===== src/rtl/nasti_lite_reader_pkg.sv =====
// Shared types and encodings for the NASTI burst to NASTI-Lite read converter.
// The request struct holds the fixed-width AR fields; id/addr/user are parameterised and kept alongside.
package nasti_lite_reader_pkg;

    localparam logic [1:0] BURST_INCR  = 2'b01;
    localparam logic [1:0] RESP_OKAY   = 2'b00;
    localparam logic [1:0] RESP_SLVERR = 2'b10;

    // One bit wider than len so a 256-beat burst can count past 255 without wrapping.
    localparam int CNT_WIDTH = 9;

    typedef enum logic {
        S_IDLE  = 1'b0,
        S_BURST = 1'b1
    } reader_state_t;

    typedef struct packed {
        logic [7:0] len;
        logic [2:0] size;
        logic [1:0] burst;
        logic       lock;
        logic [3:0] cache;
        logic [2:0] prot;
        logic [3:0] qos;
        logic [3:0] region;
    } nasti_req_t;

    function automatic logic [CNT_WIDTH-1:0] in_flight(input logic [CNT_WIDTH-1:0] issued,
                                                       input logic [CNT_WIDTH-1:0] retired);
        return issued - retired;
    endfunction

endpackage


===== src/rtl/nasti_lite_reader_buf.sv =====
// First-word-fall-through response FIFO; head, empty and full all come straight from flops.
// A push and a pop in the same cycle are both honoured, even when full.
module nasti_lite_reader_buf #(
    parameter int WIDTH = 35,
    parameter int DEPTH = 2
) (
    input  logic             clk,
    input  logic             rstn,
    input  logic             push,
    input  logic [WIDTH-1:0] push_data,
    input  logic             pop,
    output logic [WIDTH-1:0] head_data,
    output logic             empty,
    output logic             full
);
    localparam int PTR_W = (DEPTH > 1) ? $clog2(DEPTH) : 1;
    localparam int CNT_W = $clog2(DEPTH + 1);
    localparam logic [PTR_W-1:0] LAST_PTR = PTR_W'(DEPTH - 1);
    localparam logic [CNT_W-1:0] FULL_CNT = CNT_W'(DEPTH);

    logic [WIDTH-1:0] mem_q [DEPTH];
    logic [WIDTH-1:0] mem_d [DEPTH];
    logic [PTR_W-1:0] wr_ptr_q, wr_ptr_d, rd_ptr_q, rd_ptr_d;
    logic [CNT_W-1:0] cnt_q, cnt_d;
    logic             empty_q, empty_d, full_q, full_d;
    logic             do_push, do_pop;

    always_comb begin
        mem_d    = mem_q;
        wr_ptr_d = wr_ptr_q;
        rd_ptr_d = rd_ptr_q;
        cnt_d    = cnt_q;
        do_pop   = pop && !empty_q;
        do_push  = push && (!full_q || do_pop);
        if (do_push) begin
            mem_d[wr_ptr_q] = push_data;
            wr_ptr_d = (wr_ptr_q == LAST_PTR) ? '0 : wr_ptr_q + 1'b1;
        end
        if (do_pop) begin
            rd_ptr_d = (rd_ptr_q == LAST_PTR) ? '0 : rd_ptr_q + 1'b1;
        end
        case ({do_push, do_pop})
            2'b10:   cnt_d = cnt_q + 1'b1;
            2'b01:   cnt_d = cnt_q - 1'b1;
            default: cnt_d = cnt_q;
        endcase
        empty_d = (cnt_d == '0);
        full_d  = (cnt_d == FULL_CNT);
    end

    always_ff @(posedge clk or negedge rstn) begin
        if (!rstn) begin
            for (int i = 0; i < DEPTH; i++) mem_q[i] <= '0;
            wr_ptr_q <= '0;
            rd_ptr_q <= '0;
            cnt_q    <= '0;
            empty_q  <= 1'b1;
            full_q   <= 1'b0;
        end else begin
            mem_q    <= mem_d;
            wr_ptr_q <= wr_ptr_d;
            rd_ptr_q <= rd_ptr_d;
            cnt_q    <= cnt_d;
            empty_q  <= empty_d;
            full_q   <= full_d;
        end
    end

    assign head_data = mem_q[rd_ptr_q];
    assign empty     = empty_q;
    assign full      = full_q;

    a_no_push_full: assert property (@(posedge clk) disable iff (!rstn) !(push && full_q));

endmodule


===== src/rtl/nasti_lite_reader.sv =====
// Replays each beat of a NASTI INCR read burst as a single Lite read and reassembles the
// Lite responses into one NASTI R burst; outstanding Lite reads are capped at the buffer depth.
module nasti_lite_reader
    import nasti_lite_reader_pkg::*;
#(
    parameter int ID_WIDTH   = 2,
    parameter int ADDR_WIDTH = 32,
    parameter int DATA_WIDTH = 32,
    parameter int USER_WIDTH = 1,
    parameter int BUF_DEPTH  = 2
) (
    input  logic                  clk,
    input  logic                  rstn,
    input  logic [ID_WIDTH-1:0]   nasti_ar_id,
    input  logic [ADDR_WIDTH-1:0] nasti_ar_addr,
    input  logic [7:0]            nasti_ar_len,
    input  logic [2:0]            nasti_ar_size,
    input  logic [1:0]            nasti_ar_burst,
    input  logic                  nasti_ar_lock,
    input  logic [3:0]            nasti_ar_cache,
    input  logic [2:0]            nasti_ar_prot,
    input  logic [3:0]            nasti_ar_qos,
    input  logic [3:0]            nasti_ar_region,
    input  logic [USER_WIDTH-1:0] nasti_ar_user,
    input  logic                  nasti_ar_valid,
    output logic                  nasti_ar_ready,
    output logic [ID_WIDTH-1:0]   nasti_r_id,
    output logic [DATA_WIDTH-1:0] nasti_r_data,
    output logic [1:0]            nasti_r_resp,
    output logic                  nasti_r_last,
    output logic [USER_WIDTH-1:0] nasti_r_user,
    output logic                  nasti_r_valid,
    input  logic                  nasti_r_ready,
    output logic [ADDR_WIDTH-1:0] lite_ar_addr,
    output logic [2:0]            lite_ar_prot,
    output logic [3:0]            lite_ar_qos,
    output logic [3:0]            lite_ar_region,
    output logic [USER_WIDTH-1:0] lite_ar_user,
    output logic                  lite_ar_valid,
    input  logic                  lite_ar_ready,
    input  logic [DATA_WIDTH-1:0] lite_r_data,
    input  logic [1:0]            lite_r_resp,
    input  logic [USER_WIDTH-1:0] lite_r_user,
    input  logic                  lite_r_valid,
    output logic                  lite_r_ready
);
    localparam int BUF_WIDTH   = DATA_WIDTH + 2 + USER_WIDTH;
    localparam int LIMIT_WIDTH = CNT_WIDTH + 1;
    localparam logic [LIMIT_WIDTH-1:0] OUTSTANDING_MAX = LIMIT_WIDTH'(BUF_DEPTH);

    reader_state_t          state_q, state_d;
    logic [CNT_WIDTH-1:0]   ar_cnt_q, ar_cnt_d, r_cnt_q, r_cnt_d;
    nasti_req_t             req_q, req_d;
    logic [ID_WIDTH-1:0]    id_q, id_d;
    logic [ADDR_WIDTH-1:0]  addr_q, addr_d;
    logic [USER_WIDTH-1:0]  user_q, user_d;

    logic [CNT_WIDTH-1:0]   outstanding, last_idx;
    logic                   in_burst, lite_ar_fire, lite_r_fire, nasti_r_fire;
    logic                   buf_empty, buf_full;
    logic [BUF_WIDTH-1:0]   buf_head;
    logic                   unused_ok;

    assign in_burst    = (state_q == S_BURST);
    assign outstanding = in_flight(ar_cnt_q, r_cnt_q);
    assign last_idx    = {1'b0, req_q.len};

    // ar_cnt only moves on a handshake, so a pending address is held stable until accepted.
    assign lite_ar_valid  = in_burst && (ar_cnt_q <= last_idx)
                            && ({1'b0, outstanding} < OUTSTANDING_MAX);
    assign lite_ar_addr   = addr_q + (ADDR_WIDTH'(ar_cnt_q) << req_q.size);
    assign lite_ar_prot   = req_q.prot;
    assign lite_ar_qos    = req_q.qos;
    assign lite_ar_region = req_q.region;
    assign lite_ar_user   = user_q;
    assign lite_ar_fire   = lite_ar_valid && lite_ar_ready;

    assign lite_r_ready = in_burst;
    assign lite_r_fire  = lite_r_valid && lite_r_ready;

    assign nasti_r_valid = !buf_empty;
    assign nasti_r_fire  = nasti_r_valid && nasti_r_ready;
    assign nasti_r_id    = id_q;
    assign nasti_r_last  = (r_cnt_q == last_idx);
    assign {nasti_r_data, nasti_r_resp, nasti_r_user} = buf_head;

    // Lock/cache have no Lite counterpart; burst is only checked at accept.
    assign unused_ok = ^{req_q.lock, req_q.cache, req_q.burst, buf_full};

    always_comb begin
        state_d        = state_q;
        ar_cnt_d       = ar_cnt_q;
        r_cnt_d        = r_cnt_q;
        req_d          = req_q;
        id_d           = id_q;
        addr_d         = addr_q;
        user_d         = user_q;
        nasti_ar_ready = 1'b0;
        case (state_q)
            S_IDLE: begin
                nasti_ar_ready = 1'b1;
                if (nasti_ar_valid) begin
                    req_d.len    = nasti_ar_len;
                    req_d.size   = nasti_ar_size;
                    req_d.burst  = nasti_ar_burst;
                    req_d.lock   = nasti_ar_lock;
                    req_d.cache  = nasti_ar_cache;
                    req_d.prot   = nasti_ar_prot;
                    req_d.qos    = nasti_ar_qos;
                    req_d.region = nasti_ar_region;
                    id_d         = nasti_ar_id;
                    addr_d       = nasti_ar_addr;
                    user_d       = nasti_ar_user;
                    ar_cnt_d     = '0;
                    r_cnt_d      = '0;
                    state_d      = S_BURST;
                end
            end
            S_BURST: begin
                if (lite_ar_fire) ar_cnt_d = ar_cnt_q + 1'b1;
                if (nasti_r_fire) begin
                    r_cnt_d = r_cnt_q + 1'b1;
                    if (nasti_r_last) state_d = S_IDLE;
                end
            end
            default: state_d = S_IDLE;
        endcase
    end

    always_ff @(posedge clk or negedge rstn) begin
        if (!rstn) begin
            state_q  <= S_IDLE;
            ar_cnt_q <= '0;
            r_cnt_q  <= '0;
            req_q    <= '0;
            id_q     <= '0;
            addr_q   <= '0;
            user_q   <= '0;
        end else begin
            state_q  <= state_d;
            ar_cnt_q <= ar_cnt_d;
            r_cnt_q  <= r_cnt_d;
            req_q    <= req_d;
            id_q     <= id_d;
            addr_q   <= addr_d;
            user_q   <= user_d;
        end
    end

    nasti_lite_reader_buf #(
        .WIDTH (BUF_WIDTH),
        .DEPTH (BUF_DEPTH)
    ) u_buf (
        .clk       (clk),
        .rstn      (rstn),
        .push      (lite_r_fire),
        .push_data ({lite_r_data, lite_r_resp, lite_r_user}),
        .pop       (nasti_r_fire),
        .head_data (buf_head),
        .empty     (buf_empty),
        .full      (buf_full)
    );

    a_burst_incr: assert property (@(posedge clk) disable iff (!rstn)
        (nasti_ar_valid && nasti_ar_ready) |-> (nasti_ar_burst == BURST_INCR));
    a_no_lite_r_idle: assert property (@(posedge clk) disable iff (!rstn)
        (state_q == S_IDLE) |-> !lite_r_valid);

endmodule


===== config.mk =====
export PLATFORM = sky130hd
export DESIGN_NAME = nasti_lite_reader
export DESIGN_NICKNAME = d
export VERILOG_FILES = /design/src/rtl/nasti_lite_reader_pkg.sv /design/src/rtl/nasti_lite_reader_buf.sv /design/src/rtl/nasti_lite_reader.sv
export SDC_FILE = /design/constraint.sdc
export NUM_CORES = 1
export LEC_CHECK = 0
export BUFFER_PORTS_ARGS = -buffer_cell sky130_fd_sc_hd__buf_2
export CELL_PAD_IN_SITES_DETAIL_PLACEMENT = 1
export CELL_PAD_IN_SITES_GLOBAL_PLACEMENT = 1
export CORE_AREA = 2 2 141 143
export DETAILED_ROUTE_END_ITERATION = 10
export DIE_AREA = 0 0 143 145
export GPL_TIMING_DRIVEN = 0
export PLACE_DENSITY = 0.91
export REMOVE_ABC_BUFFERS = 1
export SLEW_MARGIN = 20
export SYNTH_ARGS = -nofsm -noshare
export SYNTH_HDL_FRONTEND = slang
export SYNTH_SLANG_ARGS = --single-unit

===== constraint.sdc =====
create_clock -name clk -period 5.98 [get_ports clk]
set_clock_uncertainty 0.15 [all_clocks]
set_input_delay 0.897 -clock clk [delete_from_list [all_inputs] [get_ports clk]]
set_output_delay 0.897 -clock clk [all_outputs]
set_load 0.01 [all_outputs]

; Word level (Yosys, flattened, before mapping)
; Cells that the tools add are included.
[classes]
n_reduce_logical = 15
shifts = 1
order_cmp = 5
muxes = 19
eq_ne = 7
n_addsub = 8
n_bitwise = 3
[op_table]
columns = cell, count
row1 = two-way mux 35 bit, 4
row2 = bitwise mux 70 bit, 1
row3 = one-hot mux 9 bit (2 select lines), 2
row4 = demux 35 bit (select 1 bit), 1
row5 = adder 32 bit, 1
row6 = left shift 9 x 3 -> 32 bit, 1
row7 = two-way mux 9 bit, 3
row8 = adder 9 x 1 -> 9 bit (second input constant), 2
row9 = == test 9 x 8 -> 1 bit, 1
row10 = less-or-equal comparator 9 x 8 -> 1 bit, 1
row11 = less-than comparator 9 x 2 -> 1 bit (second input constant), 1
row12 = subtractor 9 bit, 1
row13 = logical AND 1 bit, 8
row14 = two-way mux 1 bit, 6
row15 = AND reduction 2 bit, 3
row16 = == test 2 bit (second input constant), 2
row17 = >= comparator 2 bit (second input constant), 2
row18 = != test 2 x 1 -> 1 bit (second input constant), 2
row19 = NOT 1 -> 2 bit, 2
row20 = one-hot mux 2 bit (2 select lines), 1
row21 = adder 1 bit (second input constant), 2
row22 = adder 2 x 1 -> 2 bit (second input constant), 1
row23 = == test 2 x 1 -> 1 bit (second input constant), 1
row24 = zero test 1 bit, 2
row25 = 7 further kinds, 7
[totals]
inputBits = 105
out_inout_bits = 86
wordCells = 76
regBits = 152

; Depth between registers and ports, before layout
; Gate-level depths: netlist (run 1).
[logic_depth]
word_depth = 8
ltp_mapped = 16
ltp_nobuf = 14

; Hierarchy
; From an unflattened synthesis (run 1), not the netlist that was laid out.
[hier_totals]
cells_unflattened = 865
area_unflattened_um2 = 8677.1
[modules_own_cells]
columns = module, cells_per_inst, area_per_inst_um2, instances, seq_area_each_um2
row1 = nasti_lite_reader, 651, 5336.4, 1, 1901.8
row2 = nasti_lite_reader_buf, 214, 3340.7, 1, 1903.1

; Worst setup path after synthesis (run 1)
; No wires, ideal clock.
[synth_timing]
kind = register to output
start = reg req_q[18] (netlist bit)
end = out lite_ar_addr[26]
arrival_ns = 3.050
required_ns = 4.933
path_stages_with_launch = 14
path_slack_ns = 1.883
path_buffers = 2
cell_sequence = dfrtp_1 -> clkbuf_1 -> mux2_2 -> mux2i_1 -> o22ai_1 -> ha_1 -> clkbuf_1 -> a21oi_1 -> o21bai_1 -> a21oi_1 -> nor2b_1 -> nor4_2 -> nor3b_1 -> xor2_1
[synth_between]
elab_chain_cells = 2
[synth_rtl]
columns = item, line
row1 = start: declaration, nasti_lite_reader.sv:53  ; nasti_req_t req_q, req_d;
row2 = start signal: assignment, nasti_lite_reader.sv:143  ; req_q <= req_d;
row3 = left shift 9 x 3 -> 32 bit, nasti_lite_reader.sv:71  ; assign lite_ar_addr = addr_q + (ADDR_WIDTH'(ar_cnt_q) << req_q.size);
row4 = adder 32 bit, nasti_lite_reader.sv:71
row5 = end: declaration, nasti_lite_reader.sv:34  ; output logic [ADDR_WIDTH-1:0] lite_ar_addr,
; Every way passes these cells.

; Final worst setup path (run 1)
; Same ends and word-level chain as after synthesis.

==> flow_metrics.env, run 1 <==
export IMPL_status="completed"
export IMPL_yosysWarnings=0
export IMPL_synthArstFlopShare=1.00
export IMPL_synthXorXnorAreaFrac=0.0471
export IMPL_synth_edff_count=0
export IMPL_port_buffers=183
export IMPL_postCtsHoldBufs=0
export IMPL_max_freq_ghz=0.196
export IMPL_fp_row_count=51
export IMPL_rrSetupSlack_ns=2.64
export IMPL_area_growth_syn_to_layout_pct=21.2
export IMPL_synth_area_leader_cell="dfrtp_1"
export IMPL_post_place_ws_ns=1.36
export IMPL_required_ns=4.93
export IMPL_ys_ff_latch=152
export IMPL_syn_inst=854
export IMPL_first_pass_iters=4
export IMPL_vias=7028
export IMPL_synth_compound_area_frac=0.0838
export IMPL_gp_congestion=0.862
export IMPL_core_area_mm2=0.0192
export IMPL_crit_fanout=12
export IMPL_viasPerCell=5.41
export IMPL_drc_errors=0
export IMPL_cp_num_buf_inv=1
export IMPL_synthMostInstantiatedCell="nand2_1"
export IMPL_max_stage_delay_ns=0.63
export IMPL_die_area_mm2=0.0207
export IMPL_worst_slew_pin_transition_ns=1.01
export IMPL_clkSinkCount=152
export IMPL_path_clk_slew_ns=0.08
export IMPL_synth_common_cells="190 x nand2_1, 151 x dfrtp_1, 109 x mux2_2"
export IMPL_hold_violations=0
export IMPL_fin_setup_tns_ns=0
export IMPL_maxSlewViolCount=0
export IMPL_wire_per_inst_um=20.0
export IMPL_synth_main_ff_cell="dfrtp_1"
export IMPL_r2r_start="ar_cnt_q[1]"
export IMPL_path_delay_family="simple AND/OR/NAND/NOR gates"
export IMPL_synth_area_mm2=0.00856
export IMPL_drt_iter0_drc=258
export IMPL_slowest_stage="nor4_2"
export IMPL_max_slew_margin=0.324
export IMPL_fin_ws_ns=0.881
export IMPL_cts_tree="yes"
export IMPL_avgSynthCellArea_um2=10.0
export IMPL_cts_resized_gates=0
export IMPL_num_io_pins=191
export IMPL_synth_top_family_by_area="simple AND/OR/NAND/NOR gates"
export IMPL_cellPowerDensity_mw_per_mm2=562
export IMPL_r2r_end="ar_cnt_q[1]"
export IMPL_routed_wl_mm=26.0
export IMPL_peakVddDrop_uv=375
export IMPL_critPathArrivalTime_ns=4.05
export IMPL_crit_path_end_kind="output pin"
export IMPL_crit_top_cell="a21oi_1"
export IMPL_antenna_found_initial=5
export IMPL_cts_buffer_depth=2
export IMPL_grt_ovfl_total=0
export IMPL_setup_viol=0
export IMPL_fin_util=0.540
export IMPL_fin_crit_ns=5.10
export IMPL_synth_fa_ha_area_frac=0.0544
export IMPL_synth_seq_area_share=0.445
export IMPL_ys_types=70
export IMPL_total_power_mw=5.83
export IMPL_grt_usage=0.254
export IMPL_synthSimpleGateAreaFrac=0.165
export IMPL_htree_levels=4
export IMPL_timing_final_crit_share=0.853
export IMPL_cap_violations=0
export IMPL_worstSkewPairLatency_ns=0.44
export IMPL_grt_max_degree=98
export IMPL_reg2reg_depth=9
export IMPL_numCtsBuffers=17
export IMPL_cts_root_buf="clkbuf_16"
export IMPL_fill_cells=2191
export IMPL_finalNetCount=1157
export IMPL_grt_pass1_vias=7822
export IMPL_path_cells="mux2_2 > mux2i_1 > o22ai_1 > ha_1 > a21oi_1 > o21bai_1 > a21oi_1 > nor2b_1 > nor4_2 > nor3b_1 > xor2_1 > buf_2"
export IMPL_p_leak_nw=5.06
export IMPL_drive_gt1_frac=0.347
export IMPL_initial_utilization=0.445
export IMPL_yosys_area_top_type_share=0.442
export IMPL_dpl_hpwl_mm=17.8
export IMPL_worstHoldPathType="in2async"
export IMPL_die_w_um=143
export IMPL_synth_area_leaders="dfrtp_1 44%, mux2_2 14%, nand2_1 8.3%, ha_1 5.0%, xnor2_1 3.1%"
export IMPL_startpoint_type="register"
export IMPL_path_class="reg2out"
export IMPL_cts_setup_buffers=0
export IMPL_rsz0062_at_grt="false"
export IMPL_synthMuxAreaShare=0.161
export IMPL_die_y_um=145
export IMPL_ant_nets=0
export IMPL_grt_pass1_wl_mm=41.2
==> sequential cells by signal, indices dropped and copies added, names as in the netlist <==
signal / count
addr_q: 32
ar_cnt_q: 9
last_idx: 8
lite_ar_prot: 3
lite_ar_qos: 4
lite_ar_region: 4
lite_ar_user: 1
lite_r_ready: 1
nasti_r_id: 2
r_cnt_q: 9
req_q: 3
u_buf.cnt_q: 2
u_buf.empty: 1
u_buf.full: 1
u_buf.mem_q: 70
u_buf.rd_ptr_q: 1
u_buf.wr_ptr_q: 1
==> report_power, final <==
part           switching [mW]  leakage [nW]  internal, mW
clock                   0.555         0.299         0.574
sequential              0.440          1.86          1.52
combinational            1.47          2.90          1.28
total                    2.46          5.06          3.37
==> metal layers <==
metal	track usage	share of wire	wire [µm]	vias to the layer above
met5	0	0.0013	33	-
met4	0.0886	0.026	687	6
met3	0.0693	0.055	1440	56
met2	0.465	0.52	13600	215
met1	0.278	0.39	10200	3501
li1	-	-	-	3250
==> metrics by stage <==
step | cell area (µm²) | cells | hold slack (ns)
floorplan | 8290 | 807 | 0.296
global placement | 9530 | 1255 | 0.303
detailed placement | 9740 | 1262 | 0.307
CTS | 10400 | 1294 | 0.248
global route | 10400 | 1295 | 0.251
finish | 10400 | 1298 | 0.224
==> worst max-delay path by stage <==
stage                   startpoint                to  slack, ns  cells after the start
CTS                      req_q[18]  lite_ar_addr[26]       0.85                     12
floorplan           nasti_ar_valid       ar_cnt_q[2]       2.07                      3
global route             req_q[18]  lite_ar_addr[26]       0.53                     12
detailed placement       req_q[18]  lite_ar_addr[24]       1.36                     12
global placement    nasti_ar_valid        addr_q[10]      -0.12                      4
finish                   req_q[18]  lite_ar_addr[26]       0.88                     12
==> cell type report <==
class                           count  area [µm²]  area share
Inverter                           28         105      0.0101
Multi-Input combinational cell    627        4410       0.425
Clock inverter                     15         198      0.0191
Antenna cell                        4        10.0    0.000965
Timing Repair Buffer              190        1090       0.105
Clock buffer                       17         425      0.0410
Sequential cell                   152        3810       0.367
Tap cell                          265         332      0.0320
==> cells in the final DEF, fill, tap and decap left out, drive strengths merged, types with 15 or more instances in the layout <==
cell	instances
xor2	16
nand2	190
clkbuf	17
inv	35
dfrtp	151
mux2i	15
a21oi	24
buf	190
o21ai	38
nand3	16
nor2	33
ha	34
xnor2	30
mux2	109
==> cell families after synthesis <==
kind of cell / Yosys count
buffers and inverters: 75
adders and majority gates: 36
xor gates and xnor gates: 46
and+or+nand+nor: 307
AOI/OAI and AO/OA: 114
muxes: 124
DFF: 152
Note: power is estimated with default switching activity, not from simulation.
==> run 2: changes to the inputs <==
Settings changed: GPL_TIMING_DRIVEN 0 to unset, TNS_END_PERCENT set to 30.
==> run 2 against run 1 <==
  * Via count down 1.6%
  * Clock-buffer cell count increased by 1
  * Register-to-register slack barely moved
  * Combinational power decreased by 2%
  * Critical endpoint is now lite_ar_addr[28]
  * Critical path depth did not move
  * Global-route usage is 0.88 points lower
  * Critical path type unchanged
  * Worst setup slack got worse by 0.073 ns
  * Cell area is 1.5% lower
==> flow_metrics.env, run 2 (same netlist as run 1, synthesis figures left out) <==
export IMPL_status="completed"
export IMPL_grt_pass1_vias=7465
export IMPL_fill_cells=2176
export IMPL_die_area_mm2=0.0207
export IMPL_fin_setup_tns_ns=0
export IMPL_grt_ovfl_total=0
export IMPL_maxSlewViolCount=0
export IMPL_grt_usage=0.245
export IMPL_rsz0062_at_grt="false"
export IMPL_ant_nets=0
export IMPL_dpl_hpwl_mm=17.5
export IMPL_viasPerCell=5.33
export IMPL_cts_buffer_depth=2
export IMPL_gp_congestion=0.880
export IMPL_wire_per_inst_um=19.2
export IMPL_crit_top_cell="a21oi_1"
export IMPL_worst_slew_pin_transition_ns=0.795
export IMPL_drive_gt1_frac=0.347
export IMPL_setup_viol=0
export IMPL_cts_tree="yes"
export IMPL_first_pass_iters=4
export IMPL_timing_final_crit_share=0.865
export IMPL_largest_register_ffs=70
export IMPL_drc_errors=0
export IMPL_worstSkewPairLatency_ns=0.43
export IMPL_regMostFlops="u_buf.mem_q"
export IMPL_antenna_found_initial=2
export IMPL_fp_row_count=51
export IMPL_path_clk_slew_ns=0.07
export IMPL_cts_setup_buffers=0
export IMPL_grt_pass1_wl_mm=39.9
export IMPL_routed_wl_mm=24.8
export IMPL_path_delay_family="simple AND/OR/NAND/NOR gates"
export IMPL_core_area_mm2=0.0192
export IMPL_clkSinkCount=152
export IMPL_cts_resized_gates=0
export IMPL_cap_violations=0
export IMPL_cp_num_buf_inv=1
export IMPL_finalNetCount=1158
export IMPL_worstHoldPathType="in2async"
export IMPL_vias=6914
export IMPL_die_w_um=143
export IMPL_crit_path_end_kind="output pin"
export IMPL_peakVddDrop_uv=252
export IMPL_reg_top3="u_buf.mem_q: 70 flops, addr_q: 32 flops"
export IMPL_max_slew_margin=0.469
export IMPL_numCtsBuffers=17
export IMPL_critPathArrivalTime_ns=4.12
export IMPL_hold_violations=0
export IMPL_fin_cells=1297
export IMPL_area_growth_syn_to_layout_pct=19.4
export IMPL_max_stage_delay_ns=0.63
export IMPL_p_leak_nw=5.01
export IMPL_mostFrequentLayoutCells="189 x nand2_1, 182 x buf_2, 151 x dfrtp_1"
export IMPL_fin_crit_ns=5.17
export IMPL_die_y_um=145
export IMPL_port_buffers=183
export IMPL_drt_iter0_drc=272
export IMPL_final_common_cell="nand2_1"
export IMPL_required_ns=4.93
export IMPL_grt_max_degree=65
export IMPL_path_class="reg2out"
export IMPL_htree_levels=4
export IMPL_initial_utilization=0.445
export IMPL_postCtsHoldBufs=0
export IMPL_max_freq_ghz=0.193
export IMPL_num_io_pins=191
export IMPL_placed_cells_incl_taps=1263
export IMPL_startpoint_type="register"
export IMPL_crit_fanout=12
export IMPL_cellPowerDensity_mw_per_mm2=559
export IMPL_path_cells="mux2_2 > mux2i_1 > o22ai_1 > ha_1 > a21oi_1 > o21bai_1 > a21oi_1 > nor2b_1 > nor4_2 > nor3b_1 > xor2_1 > buf_2"
export IMPL_cts_root_buf="clkbuf_16"
export IMPL_slowest_stage="dfrtp_1"
run 2: cell count changes in the layout (fill, tap and decap cells not counted), moves of 3 or more:
cell | before | now
buf_4 | 0 | 8
clkinv_8 | 7 | 1
buf_12 | 4 | 0
buf_16 | 3 | 0
clkinv_4 | 0 | 3
run 2: power by group:
part           switching [mW]  total [mW]  internal (mW)
Combinational            1.44        2.69           1.25
Clock                   0.501        1.10          0.604
Sequential              0.394        1.91           1.52
Total                    2.34        5.71           3.37
run 2: through the flow:
stage / cell area, µm² / util / hold slack, ns / setup slack [ns] / total power [mW]
3_5_place_dp: 9610 / 0.501 / 0.308 / 1.28 / 4.59
6_report: 10200 / 0.532 / 0.283 / 0.808 / 5.71
3_3_place_gp: 9610 / 0.501 / 0.304 / 1.38 / 4.40
4_1_cts: 10200 / 0.532 / 0.315 / 0.810 / 5.76
2_1_floorplan: 8290 / - / 0.296 / 2.07 / 3.60
5_1_grt: 10200 / 0.532 / 0.316 / 0.472 / 6.11
run 2: final timing paths:
check	startpoint	endpoint	slack (ns)	cells past startpoint
worst min-delay path	rstn	u_buf.mem_q[3]	0.28	1
worst max-delay path	req_q[18]	lite_ar_addr[28]	0.81	12
max in group asynchronous	rstn	addr_q[28]	4.15	2
min in group clk	lite_ar_region[0]	lite_ar_region[0]	0.32	2
worst max register to register	ar_cnt_q[1]	ar_cnt_q[1]	2.65	9
worst min register to register	lite_ar_region[0]	lite_ar_region[0]	0.32	2
run 2: cell type report:
type,instances,area [µm²],area share
flip-flops and latches,152,3800,0.372
inverters,28,105,0.0103
clock inverters,14,156,0.0153
clock buffers,18,439,0.0430
diodes,2,5.00,0.000490
well taps,265,332,0.0325
multi-input cells,627,4390,0.430
repair buffers,191,982,0.0962
run 2: layer usage:
layer / routed length (µm) / global-route usage / share of wire
met2: 12800 / 0.427 / 0.51
met3: 1440 / 0.0680 / 0.058
met4: 390 / 0.0752 / 0.016
met5: 0 / 0 / 0
met1: 10300 / 0.292 / 0.41
